File: src/rtl/fp_add_normalizer.sv
// Normalize, round (RNE) and pack stage of a single-precision FP adder.
// Define NORM_LZC_EN to replace the bit-serial left shift with a one-cycle leading-zero-count shift.
module fp_add_normalizer #(
  parameter int EXP_W  = 8,
  parameter int FRAC_W = 23
) (
  input  logic                      clk,
  input  logic                      rst,
  input  logic                      in_valid,
  output logic                      in_ready,
  input  logic                      sign_in,
  input  logic [EXP_W-1:0]          exp_in,
  input  logic [FRAC_W+3:0]         mant_in,
  output logic                      out_valid,
  input  logic                      out_ready,
  output logic [EXP_W+FRAC_W:0]     result,
  output logic                      overflow,
  output logic                      zero
);

  localparam int SIG_W = FRAC_W + 1;  // {hidden, frac}
  localparam int MW    = FRAC_W + 3;  // {hidden, frac, guard, sticky}
  localparam logic [EXP_W:0] ONE     = {{EXP_W{1'b0}}, 1'b1};
  localparam logic [EXP_W:0] EXP_MAX = {1'b0, {EXP_W{1'b1}}};

  typedef enum logic [1:0] {IDLE, NORM, ROUND, DONE} state_t;

  state_t           state;
  logic             sign_r;
  logic [EXP_W:0]   exp_r;   // one spare bit so exponent overflow stays visible
  logic [MW-1:0]    mant_r;
  logic             zero_pend;
  logic             subn;

  // A carry-out at load is absorbed by a right shift; the dropped guard folds into sticky.
  logic [MW-1:0]    mant_load;
  logic [EXP_W:0]   exp_load;
  always_comb begin
    mant_load = mant_in[MW-1:0];
    exp_load  = {1'b0, exp_in};
    if (mant_in[FRAC_W+3]) begin
      mant_load = {mant_in[FRAC_W+3:2], mant_in[1] | mant_in[0]};
      exp_load  = {1'b0, exp_in} + ONE;
    end
  end

  // Round-to-nearest-even on the normalized significand.
  logic [SIG_W-1:0]  sig;
  logic              round_up;
  logic [SIG_W:0]    sum;
  logic [FRAC_W-1:0] frac_rnd;
  logic [EXP_W:0]    exp_rnd;
  always_comb begin
    sig      = mant_r[MW-1:2];
    round_up = mant_r[1] & (mant_r[0] | sig[0]);
    sum      = {1'b0, sig} + {{SIG_W{1'b0}}, round_up};
    frac_rnd = sum[SIG_W] ? sum[SIG_W-1:1] : sum[FRAC_W-1:0];
    if (subn)
      exp_rnd = sum[FRAC_W] ? ONE : '0;
    else
      exp_rnd = exp_r + {{EXP_W{1'b0}}, sum[SIG_W]};
  end

`ifdef NORM_LZC_EN
  localparam int LZ_W = SIG_W + 1;  // guard included so a guard-only value normalizes too
  logic [LZ_W-1:0] lz_vec;
  logic [LZ_W-1:0] lz_shifted;
  logic [EXP_W:0]  lzc;
  logic [EXP_W:0]  shift_amt;
  logic            lz_found;
  always_comb begin
    lz_vec   = mant_r[MW-1:1];
    lzc      = '0;
    lz_found = 1'b0;
    for (int i = LZ_W - 1; i >= 0; i--) begin
      if (!lz_found) begin
        if (lz_vec[i]) lz_found = 1'b1;
        else           lzc      = lzc + ONE;
      end
    end
    // Clamp so the exponent never drops below 1; a remaining zero hidden bit means subnormal.
    shift_amt  = (lzc < exp_r - ONE) ? lzc : exp_r - ONE;
    lz_shifted = lz_vec << shift_amt;
  end
`endif

  always_ff @(posedge clk) begin
    // NOTE: every register here is state, so only non-blocking assignments are used;
    // the datapath registers are reset too so no X ever reaches result.
    if (rst) begin
      state     <= IDLE;
      in_ready  <= 1'b1;
      out_valid <= 1'b0;
      result    <= '0;
      overflow  <= 1'b0;
      zero      <= 1'b0;
      sign_r    <= 1'b0;
      exp_r     <= '0;
      mant_r    <= '0;
      zero_pend <= 1'b0;
      subn      <= 1'b0;
    end else begin
      case (state)
        IDLE: begin
          if (in_valid) begin
            sign_r    <= sign_in;
            exp_r     <= exp_load;
            mant_r    <= mant_load;
            zero_pend <= 1'b0;
            subn      <= 1'b0;
            in_ready  <= 1'b0;
            state     <= NORM;
          end
        end
        NORM: begin
          if (mant_r == '0) begin
            zero_pend <= 1'b1;
            state     <= ROUND;
          end else begin
`ifdef NORM_LZC_EN
            mant_r <= {lz_shifted, mant_r[0]};
            exp_r  <= exp_r - shift_amt;
            subn   <= ~lz_shifted[LZ_W-1];
            state  <= ROUND;
`else
            if (!mant_r[MW-1] && exp_r > ONE) begin
              mant_r <= {mant_r[MW-2:1], 1'b0, mant_r[0]};
              exp_r  <= exp_r - ONE;
            end else begin
              subn  <= ~mant_r[MW-1];
              state <= ROUND;
            end
`endif
          end
        end
        ROUND: begin
          if (zero_pend) begin
            result   <= '0;
            zero     <= 1'b1;
            overflow <= 1'b0;
          end else if (exp_rnd >= EXP_MAX) begin
            result   <= {sign_r, {EXP_W{1'b1}}, {FRAC_W{1'b0}}};
            overflow <= 1'b1;
            zero     <= 1'b0;
          end else begin
            result   <= {sign_r, exp_rnd[EXP_W-1:0], frac_rnd};
            overflow <= 1'b0;
            zero     <= 1'b0;
          end
          out_valid <= 1'b1;
          state     <= DONE;
        end
        DONE: begin
          if (out_ready) begin
            out_valid <= 1'b0;
            overflow  <= 1'b0;
            zero      <= 1'b0;
            in_ready  <= 1'b1;
            state     <= IDLE;
          end
        end
        default: state <= IDLE;
      endcase
    end
  end

endmodule

File: config.mk
export PLATFORM = sky130hd
export DESIGN_NAME = fp_add_normalizer
export DESIGN_NICKNAME = d
export VERILOG_FILES = /design/src/rtl/fp_add_normalizer.sv
export SDC_FILE = /design/constraint.sdc
export NUM_CORES = 1
export LEC_CHECK = 0
export CAP_MARGIN = 20
export CELL_PAD_IN_SITES_DETAIL_PLACEMENT = 1
export CELL_PAD_IN_SITES_GLOBAL_PLACEMENT = 1
export CORE_ASPECT_RATIO = 0.6
export CORE_MARGIN = 2
export CORE_UTILIZATION = 44
export CTS_CLUSTER_SIZE = 25
export DETAILED_ROUTE_END_ITERATION = 7
export GPL_TIMING_DRIVEN = 1
export PLACE_DENSITY_LB_ADDON = 0.1
export SYNTH_ARGS = -nofsm -noshare
export SYNTH_HDL_FRONTEND = slang
export SYNTH_SLANG_ARGS = --single-unit
File: constraint.sdc
create_clock -name clk -period 4.7 [get_ports clk]
set_input_delay 0.47 -clock clk [delete_from_list [all_inputs] [get_ports clk]]
set_output_delay 0.47 -clock clk [all_outputs]
set_load 0.005 [all_outputs]
==> results.sh, run 1 <==
export IMPL_outcome="finished, final reports clean"
export IMPL_synth_fa_ha_area_share_pct=2.93
export IMPL_highest_layer="met4"
export IMPL_initial_utilization_pct=44.8
export IMPL_synth_top_family_by_area="simple AND/OR/NAND/NOR gates"
export IMPL_max_freq_mhz=288
export IMPL_synth_area_mux_share_pct=11.5
export IMPL_post_cts_buffers=0
export IMPL_nets=655
export IMPL_synth_avg_cell_area_um2=8.40
export IMPL_wire_per_inst_um=19.5
export IMPL_ys_ff_latch=76
export IMPL_ant_nets=0
export IMPL_start_kind="register"
export IMPL_cts_resized=0
export IMPL_met2WireLength_um=6040
export IMPL_end_kind="register"
export IMPL_setup_tns_ps=0
export IMPL_cp_max_fo=8
export IMPL_fin_crit_sh_pct=73.9
export IMPL_diodes=0
export IMPL_drive_above_1_share_pct=5.92
export IMPL_die_width_um=137
export IMPL_track_usage_pct=26.5
export IMPL_ioPinCount=76
export IMPL_met1_length_um=7490
export IMPL_synth_cells=559
export IMPL_wirelength_um=14600
export IMPL_antenna_found_initial=0
export IMPL_root_buffer="clkbuf_16"
export IMPL_syn_area_um2=4700
export IMPL_synthSimpleGateAreaFrac_pct=21.7
export IMPL_async_flop_share_pct=0
export IMPL_setup_viol_count_final=0
export IMPL_multi_input_area_um2=2910
export IMPL_place_gp_congestion=0.885
export IMPL_skew_ps=7.25
export IMPL_holdBufCountCts=0
export IMPL_rsz0062_at_grt="no"
export IMPL_final_area_um2=5790
export IMPL_hold_viol=0
export IMPL_drt_first_pass_iters=5
export IMPL_yosysWarnings=0
export IMPL_grt_first_pass_wirelength_um=23700
export IMPL_route_met3_wl_um=902
export IMPL_clock_path_buffers=2
export IMPL_fill_cells=1222
export IMPL_synth_distinct_cells=57
export IMPL_cp_data_required_time_ps=4920
export IMPL_htree_num_levels=3
export IMPL_seq_area_um2=1520
export IMPL_drc=0
export IMPL_drt_iter0_markers=235
export IMPL_critPathKind="register to register"
export IMPL_whs_ps=455
export IMPL_area_delta_synth_final_pct=23.2
export IMPL_synth_xor_area_share_pct=5.78
export IMPL_grt_max_degree=60
export IMPL_slew_limit_headroom_pct=35.7
export IMPL_clock_latency_ps=350
export IMPL_routed_via_density=6.03
export IMPL_num_rows=29
export IMPL_cts_tree="built"
export IMPL_total_leakage_power_nw=2.30
export IMPL_tightest_slew_ps=962
export IMPL_synth_compound_area_share_pct=19.9
export IMPL_hpwl_um=10700
export IMPL_clock_sinks=76
export IMPL_synth_edff_count=0
export IMPL_maxSlewViolCount=0
export IMPL_hold_class="register to register"
export IMPL_port_buffers=75
export IMPL_max_cap_violations=0
export IMPL_setup_slack_ps=1230
export IMPL_pre_cts_slack_ps=1330
export IMPL_synth_nets=610
export IMPL_num_vias=4508
export IMPL_clkTransAtPathRegs_ps=60
export IMPL_power_total_mw=3.42
export IMPL_fp_dieArea_um2=11500
export IMPL_cp_data_arrival_time_ps=3690
export IMPL_power_density_nw_per_um2=591
export IMPL_grt_pass1_vias=4467
export IMPL_fp_coreArea_um2=10500
export IMPL_cts_inserted_buffers=9
export IMPL_fin_crit_ps=3470
export IMPL_place_area_um2=5450
export IMPL_die_y_um=84.0
export IMPL_ys_flop_type="dfxtp_1"
export IMPL_ir_drop_mv=0.256
export IMPL_grt_overflow_total=0
export IMPL_yosysSeqAreaShare_pct=32.4
==> logic make-up after synthesis <==
logic type	after synthesis
compound gates	131
flops	76
simple gates	196
fa+ha+maj	11
xor+xnor	31
buf+inv	60
mux	54
==> metal layers <==
metal,global-route usage (%),up-vias
li1,-,2149
met1,39.3,2194
met2,38.9,142
met3,5.89,23
met4,5.62,0
met5,0,-
==> Yosys cell counts, drive strengths merged, types with 3 or more instances <==
| library cell | instances | area share [%] |
|---|---|---|
| a21o | 3 | 0.48 |
| a21oi | 21 | 2.2 |
| a22o | 12 | 2.2 |
| a31oi | 5 | 0.67 |
| a32o | 14 | 3.0 |
| and2 | 4 | 0.53 |
| and3 | 5 | 0.67 |
| and4 | 5 | 0.93 |
| buf | 22 | 2.7 |
| clkbuf | 25 | 2.0 |
| dfxtp | 76 | 32 |
| ha | 11 | 2.9 |
| inv | 13 | 1.0 |
| mux2i | 53 | 11 |
| nand2 | 84 | 6.7 |
| nand2b | 5 | 0.67 |
| nand3 | 20 | 2.6 |
| nand4 | 14 | 2.3 |
| nor2 | 20 | 1.6 |
| nor3 | 11 | 1.2 |
| nor4 | 13 | 2.2 |
| o211ai | 30 | 4.8 |
| o21ai | 24 | 2.6 |
| o311ai | 3 | 0.56 |
| o31ai | 5 | 0.80 |
| or3 | 4 | 0.53 |
| or4 | 6 | 1.0 |
| xnor2 | 19 | 3.5 |
| xor2 | 12 | 2.2 |
==> critical path, cell delays in order, from the launching register on <==
cell and delay [ps]:
dfxtp_1 440, and2_1 210, ha_1 260, nand3_2 180, nor4_1 360, and2_1 240
ha_1 300, nand4_1 140, o21ai_0 380, nand2_1 290, a21oi_1 400, o32ai_1 140
==> layout by cell type, fill, tap and decap left out, types with 4 or more instances in the layout <==
master and n:
o211ai_1 30, nor4_1 11, nand2b_1 5, nand2_1 84, clkbuf_16 9, nor2_1 19
inv_1 12, o21ai_0 23, nand3_1 17, a31oi_1 5, and4_1 5, nand4_1 12
clkdlybuf4s50_1 74, buf_4 6, xor2_1 12, and2_1 4, a21oi_1 21, dfxtp_1 76
or4_1 5, and3_1 5, mux2i_1 53, ha_1 11, nor3_1 11, xnor2_1 19
o31ai_1 5, a32o_1 14, a22o_1 12, or3_1 4
==> path summary, 6_finish.rpt <==
check | startpoint | endpoint | slack, ps | cells after the start
min reg2reg | result[25]$_SDFFE_PP0P_ | result[25]$_SDFFE_PP0P_ | 460 | 2
max | mant_r[2]$_SDFFE_PP0P_ | overflow$_SDFFE_PP0P_ | 1230 | 11
max reg2reg | mant_r[2]$_SDFFE_PP0P_ | overflow$_SDFFE_PP0P_ | 1230 | 11
min | result[25]$_SDFFE_PP0P_ | result[25]$_SDFFE_PP0P_ | 460 | 2
==> registers in the layout (all words and copies together) (netlist names) <==
signal     count
zero_pend      1
in_ready       1
mant_r        26
zero           1
overflow       1
out_valid      1
sign_r         1
exp_r          9
state          2
result        32
subn           1
==> power breakdown <==
group          internal, mW  switching (mW)
Clock                 0.528           0.274
Combinational         0.586           0.795
Sequential            0.827           0.413
==> metrics by stage <==
step | std cells | utilization [%]
3_5_place_dp | 732 | 52.0
3_3_place_gp | 732 | 52.0
6_report | 747 | 55.2
5_1_grt | 747 | 55.2
2_1_floorplan | 559 | -
4_1_cts | 747 | 55.2
==> final cells by class <==
class	count	share of cell area, %
Multi-Input combinational cell	423	50.3
Inverter	13	0.843
Tap cell	139	3.01
Clock buffer	10	4.13
Timing Repair Buffer	81	13.7
Sequential cell	76	26.3
Clock inverter	5	1.73
Note: power is estimated with default switching activity, not from simulation.
==> inputs of run 2 (changes only) <==
CORE_UTILIZATION = 40   (was 44)
clock period = 3.5 ns   (was 4.7 ns; I/O delays follow)
==> run 2 against run 1 <==
Final cell count increased by 5.5%; via count grew 2.3%; die area rose by 9.6%; highest routed layer unchanged; utilization decreased by 3.0 points; flip-flop and latch count unchanged; clock skew barely moved; combinational power increased by 62%.
==> results.sh, run 2 (synthesized netlist as in run 1, its figures left out) <==
export IMPL_nets=674
export IMPL_end_kind="register"
export IMPL_whs_ps=443
export IMPL_largest_register_ffs=32
export IMPL_drt_first_pass_iters=5
export IMPL_fp_dieArea_um2=12700
export IMPL_holdBufCountCts=0
export IMPL_setup_viol_count_final=0
export IMPL_r2r_start="mant_r[2]$_SDFFE_PP0P_"
export IMPL_drive_above_1_share_pct=9.39
export IMPL_tightest_slew_ps=979
export IMPL_fp_coreArea_um2=11400
export IMPL_total_leakage_power_nw=2.38
export IMPL_reg2reg_slack_ps=260
export IMPL_max_cap_violations=0
export IMPL_fin_crit_ps=3240
export IMPL_largest_register="result"
export IMPL_pre_cts_slack_ps=186
export IMPL_clock_path_buffers=2
export IMPL_grt_max_degree=60
export IMPL_routed_via_density=5.85
export IMPL_clock_latency_ps=340
export IMPL_drt_iter0_markers=325
export IMPL_ant_nets=0
export IMPL_ioPinCount=76
export IMPL_diodes=0
export IMPL_pwr_share_seq_pct=31.2
export IMPL_hold_class="register to register"
export IMPL_num_rows=30
export IMPL_cp_common_cell="and2_1"
export IMPL_cts_tree="built"
export IMPL_setup_slack_ps=256
export IMPL_rsz0062_at_grt="no"
export IMPL_reg2reg_depth=12
export IMPL_final_area_um2=5930
export IMPL_setup_tns_ps=0
export IMPL_place_area_um2=5620
export IMPL_track_usage_pct=25.0
export IMPL_num_vias=4610
export IMPL_power_density_nw_per_um2=783
export IMPL_grt_first_pass_wirelength_um=24400
export IMPL_reg_top3="result x32, mant_r x26, exp_r x9"
export IMPL_power_total_mw=4.65
export IMPL_worstHoldStart="result[25]$_SDFFE_PP0P_"
export IMPL_skew_ps=7.60
export IMPL_final_common_cell="nand2_1"
export IMPL_hold_viol=0
export IMPL_cp_data_arrival_time_ps=3470
export IMPL_crit_path_top_delay_cell="dfxtp_1"
export IMPL_internal_power_mw=2.57
export IMPL_root_buffer="clkbuf_16"
export IMPL_die_y_um=87.9
export IMPL_slowest_delay_ps=460
export IMPL_cp_max_fo=23
export IMPL_p_sw_share_pct=44.7
export IMPL_place_gp_congestion=0.860
export IMPL_maxSlewViolCount=0
export IMPL_initial_utilization_pct=41.3
export IMPL_clock_power_share_pct=20.6
export IMPL_clock_sinks=76
export IMPL_rr_endpoint="result[17]$_SDFFE_PP0P_"
export IMPL_hpwl_um=11700
export IMPL_wirelength_um=15500
export IMPL_grt_overflow_total=0
export IMPL_outcome="finished, final reports clean"
export IMPL_drc=0
export IMPL_area_delta_synth_final_pct=26.4
export IMPL_critPathKind="register to register"
export IMPL_fin_crit_sh_pct=92.7
export IMPL_cts_inserted_buffers=9
export IMPL_crit_family="simple AND/OR/NAND/NOR gates"
export IMPL_cp_data_required_time_ps=3730
export IMPL_htree_num_levels=3
export IMPL_antenna_found_initial=0
export IMPL_port_buffers=75
export IMPL_hold_depth=2
export IMPL_clkTransAtPathRegs_ps=60
export IMPL_min_to="result[25]$_SDFFE_PP0P_"
export IMPL_ir_drop_mv=0.452
export IMPL_max_freq_mhz=308
export IMPL_post_cts_buffers=0
export IMPL_cts_resized=0
export IMPL_start_kind="register"
export IMPL_slew_limit_headroom_pct=34.8
export IMPL_cp_buffers_inverters=1
export IMPL_grt_pass1_vias=4464
export IMPL_switching_power_mw=2.08
export IMPL_die_width_um=144
export IMPL_wire_per_inst_um=19.7
export IMPL_final_cell_mix="nand2_1, dfxtp_1, clkdlybuf4s50_1"
export IMPL_p_comb_share_pct=48.2
export IMPL_crit_chain="and2_1, ha_1, nand3_2, nor4_2, and2_1, ha_2, nand4_1, or3_1, a21oi_1, a211oi_2, buf_4, a32o_1"
## run 2: power by group through the flow
stage	clock (mW)	sequential (mW)	combinational (mW)
after floorplan	0	1.31	1.57
after global placement	0	1.44	2.12
after detailed placement	0	1.46	2.18
after CTS	0.965	1.44	2.21
after global routing	1.00	1.49	2.42
final	0.959	1.45	2.24
## run 2: worst max path at each step
| stage | start | end | slack (ps) | cells past startpoint |
|---|---|---|---|---|
| 2_1_floorplan | mant_r[2]$_SDFFE_PP0P_ | result[18]$_SDFFE_PP0P_ | 580 | 12 |
| 3_3_place_gp | mant_r[2]$_SDFFE_PP0P_ | result[1]$_SDFFE_PP0P_ | 310 | 12 |
| 3_5_place_dp | mant_r[2]$_SDFFE_PP0P_ | result[17]$_SDFFE_PP0P_ | 190 | 12 |
| 4_1_cts | mant_r[2]$_SDFFE_PP0P_ | result[17]$_SDFFE_PP0P_ | 150 | 12 |
| 5_1_grt | mant_r[2]$_SDFFE_PP0P_ | result[6]$_SDFFE_PP0P_ | 20 | 12 |
| 6_report | mant_r[2]$_SDFFE_PP0P_ | result[17]$_SDFFE_PP0P_ | 260 | 12 |
## run 2: metal layers
| metal | global-route usage (%) | part of all wire [%] | vias to the layer above |
|---|---|---|---|
| li1 | - | - | 2188 |
| met1 | 37.6 | 51 | 2244 |
| met2 | 36.1 | 41 | 165 |
| met3 | 6.01 | 7.8 | 13 |
| met4 | 5.44 | 0.80 | 0 |
| met5 | 0 | 0 | - |
## run 2: area by class of cell
type | instances | area, um2
multi-input cells | 423 | 2930
repair buffers | 100 | 933
inverters | 13 | 48.8
well taps | 160 | 200
clock buffers | 9 | 225
flip-flops and latches | 76 | 1520
fillers | 1356 | 5440
clock inverters | 7 | 77.6
## run 2: worst min-delay path, cell delays in order, from the launching register on
cell     delay (ps)
dfxtp_1         310
nand2_1          50
nand2_1          40
## run 2: stage by stage
stage | util [%] | instances
detailed placement | 49.4 | 772
global route | 52.2 | 788
floorplan | - | 559
finish | 52.2 | 788
global placement | 49.4 | 772
CTS | 52.0 | 788
==> inputs of run 3 (changes only) <==
CELL_PAD_IN_SITES_DETAIL_PLACEMENT = 0   (was 1)
CELL_PAD_IN_SITES_GLOBAL_PLACEMENT = 2   (was 1)
CORE_UTILIZATION = 32   (was 40)
==> run 3 against run 2 <==
Utilization fell by 10 points; non-clock buffer count rose by 2; global-route usage fell by 5.9 points; total power rose by 0.49%; sequential share of layout area fell by 0.34 points; highest routed layer is now met5; fmax fell by 0.73%; first-iteration DRC count fell by 26%; critical path depth did not move; cell area rose by 1.3%.
==> results.sh, run 3 (synthesized netlist as in run 1, its figures left out) <==
export IMPL_hold_class="register to register"
export IMPL_reg_top3="result x32, mant_r x26, exp_r x9"
export IMPL_grt_max_degree=60
export IMPL_initial_utilization_pct=32.6
export IMPL_crit_chain="and2_1, ha_1, nand3_2, nor4_2, and2_1, ha_1, nand4_1, or3_1, a21oi_1, a211oi_2, buf_4, a32o_1"
export IMPL_final_cell_mix="nand2_1, dfxtp_1, clkdlybuf4s50_1"
export IMPL_critPathKind="register to register"
export IMPL_clock_sinks=76
export IMPL_wirelength_um=14900
export IMPL_fp_coreArea_um2=14400
export IMPL_fill_cells=1473
export IMPL_ant_nets=0
export IMPL_cp_data_required_time_ps=3730
export IMPL_fin_crit_ps=3270
export IMPL_crit_path_top_delay_cell="dfxtp_1"
export IMPL_outcome="finished, final reports clean"
export IMPL_power_density_nw_per_um2=777
export IMPL_wire_per_inst_um=18.0
export IMPL_post_cts_buffers=0
export IMPL_grt_first_pass_wirelength_um=23500
export IMPL_max_freq_mhz=306
export IMPL_place_gp_congestion=0.840
export IMPL_cts_inserted_buffers=9
export IMPL_end_kind="register"
export IMPL_ir_drop_mv=0.264
export IMPL_routed_via_density=5.37
export IMPL_total_leakage_power_nw=2.39
export IMPL_drive_above_1_share_pct=9.52
export IMPL_root_buffer="clkbuf_16"
export IMPL_port_buffers=75
export IMPL_grt_overflow_total=0
export IMPL_slowest_delay_ps=430
export IMPL_setup_slack_ps=232
export IMPL_start_kind="register"
export IMPL_maxSlewViolCount=0
export IMPL_area_delta_synth_final_pct=28.0
export IMPL_tightest_slew_ps=832
export IMPL_setup_viol_count_final=0
export IMPL_drc=0
export IMPL_cts_tree="built"
export IMPL_clock_path_buffers=2
export IMPL_final_common_cell="nand2_1"
export IMPL_fin_crit_sh_pct=93.4
export IMPL_antenna_found_initial=2
export IMPL_ioPinCount=76
export IMPL_diodes=0
export IMPL_die_y_um=97.8
export IMPL_hold_viol=0
export IMPL_setup_tns_ps=0
export IMPL_num_rows=34
export IMPL_drt_first_pass_iters=4
export IMPL_nets=676
export IMPL_cp_data_arrival_time_ps=3500
export IMPL_clkTransAtPathRegs_ps=60
export IMPL_clock_latency_ps=340
export IMPL_cp_max_fo=23
export IMPL_holdBufCountCts=0
export IMPL_num_vias=4448
export IMPL_max_cap_violations=0
export IMPL_cts_resized=0
export IMPL_hpwl_um=11300
export IMPL_die_width_um=160
export IMPL_largest_register="result"
export IMPL_htree_num_levels=3
export IMPL_track_usage_pct=19.1
export IMPL_rsz0062_at_grt="no"
export IMPL_drt_iter0_markers=240
export IMPL_grt_pass1_vias=4113
export IMPL_fp_dieArea_um2=15700
export IMPL_largest_register_ffs=32
export IMPL_pre_cts_slack_ps=204
export IMPL_slew_limit_headroom_pct=44.5
export IMPL_skew_ps=8.93
[run 3: cell types whose count changed in the layout (fill, tap and decap cells not counted), sizes merged]
cell	before	now
bufinv	1	2
clkinvlp	1	2
buf	26	28
clkbuf	9	10
clkinv	5	2
[run 3: worst max-delay path, delay by kind of cell, from the launching register on]
kind                       cells  cell delay (ps)
and+or+nand+nor                6             1440
AOI/OAI and AO/OA              3              510
buffers and inverters          1              230
adders and majority gates      2              540
DFF                            1              430
[run 3: final timing paths]
check	from	endpoint	slack, ps	depth (start not counted)
setup / recovery	mant_r[1]$_SDFFE_PP0P_	result[1]$_SDFFE_PP0P_	230	12
hold / removal	result[25]$_SDFFE_PP0P_	result[25]$_SDFFE_PP0P_	450	2
setup reg to reg	mant_r[1]$_SDFFE_PP0P_	result[1]$_SDFFE_PP0P_	230	12
hold reg to reg	result[25]$_SDFFE_PP0P_	result[25]$_SDFFE_PP0P_	450	2
[run 3: power by group]
part           internal, mW  total (mW)  switching [mW]
Sequential             1.11        1.45           0.336
Combinational         0.912        2.21            1.30
Clock                 0.625        1.01           0.387
Total                  2.65        4.67            2.02
[run 3: final cells by class]
cell class,instances,area [um2],share of cell area [%]
multi-input combinational,423,2930,48.7
sequential,76,1520,25.3
timing repair buffer,102,948,15.8
tap,198,248,4.12
clock buffer,10,229,3.81
clock inverter,6,88.8,1.48
inverter,13,48.8,0.812
[run 3: per-stage QoR]
stage / instances / hold WS (ps) / util (%) / cell area [um2] / power, mW
finish: 828 / 445 / 41.7 / 6010 / 4.67
global route: 828 / 473 / 41.7 / 6010 / 5.00
CTS: 828 / 448 / 41.6 / 6000 / 4.66
detailed placement: 812 / 439 / 39.4 / 5680 / 3.64
global placement: 812 / 434 / 39.4 / 5680 / 3.63
floorplan: 559 / 435 / - / 4700 / 2.88
[run 3: routing by layer]
layer	track usage, %	routed length (um)	vias up
li1	-	-	2192
met1	31.2	8440	2089
met2	24.0	5410	148
met3	4.97	910	15
met4	4.09	112	4
met5	0	22	-
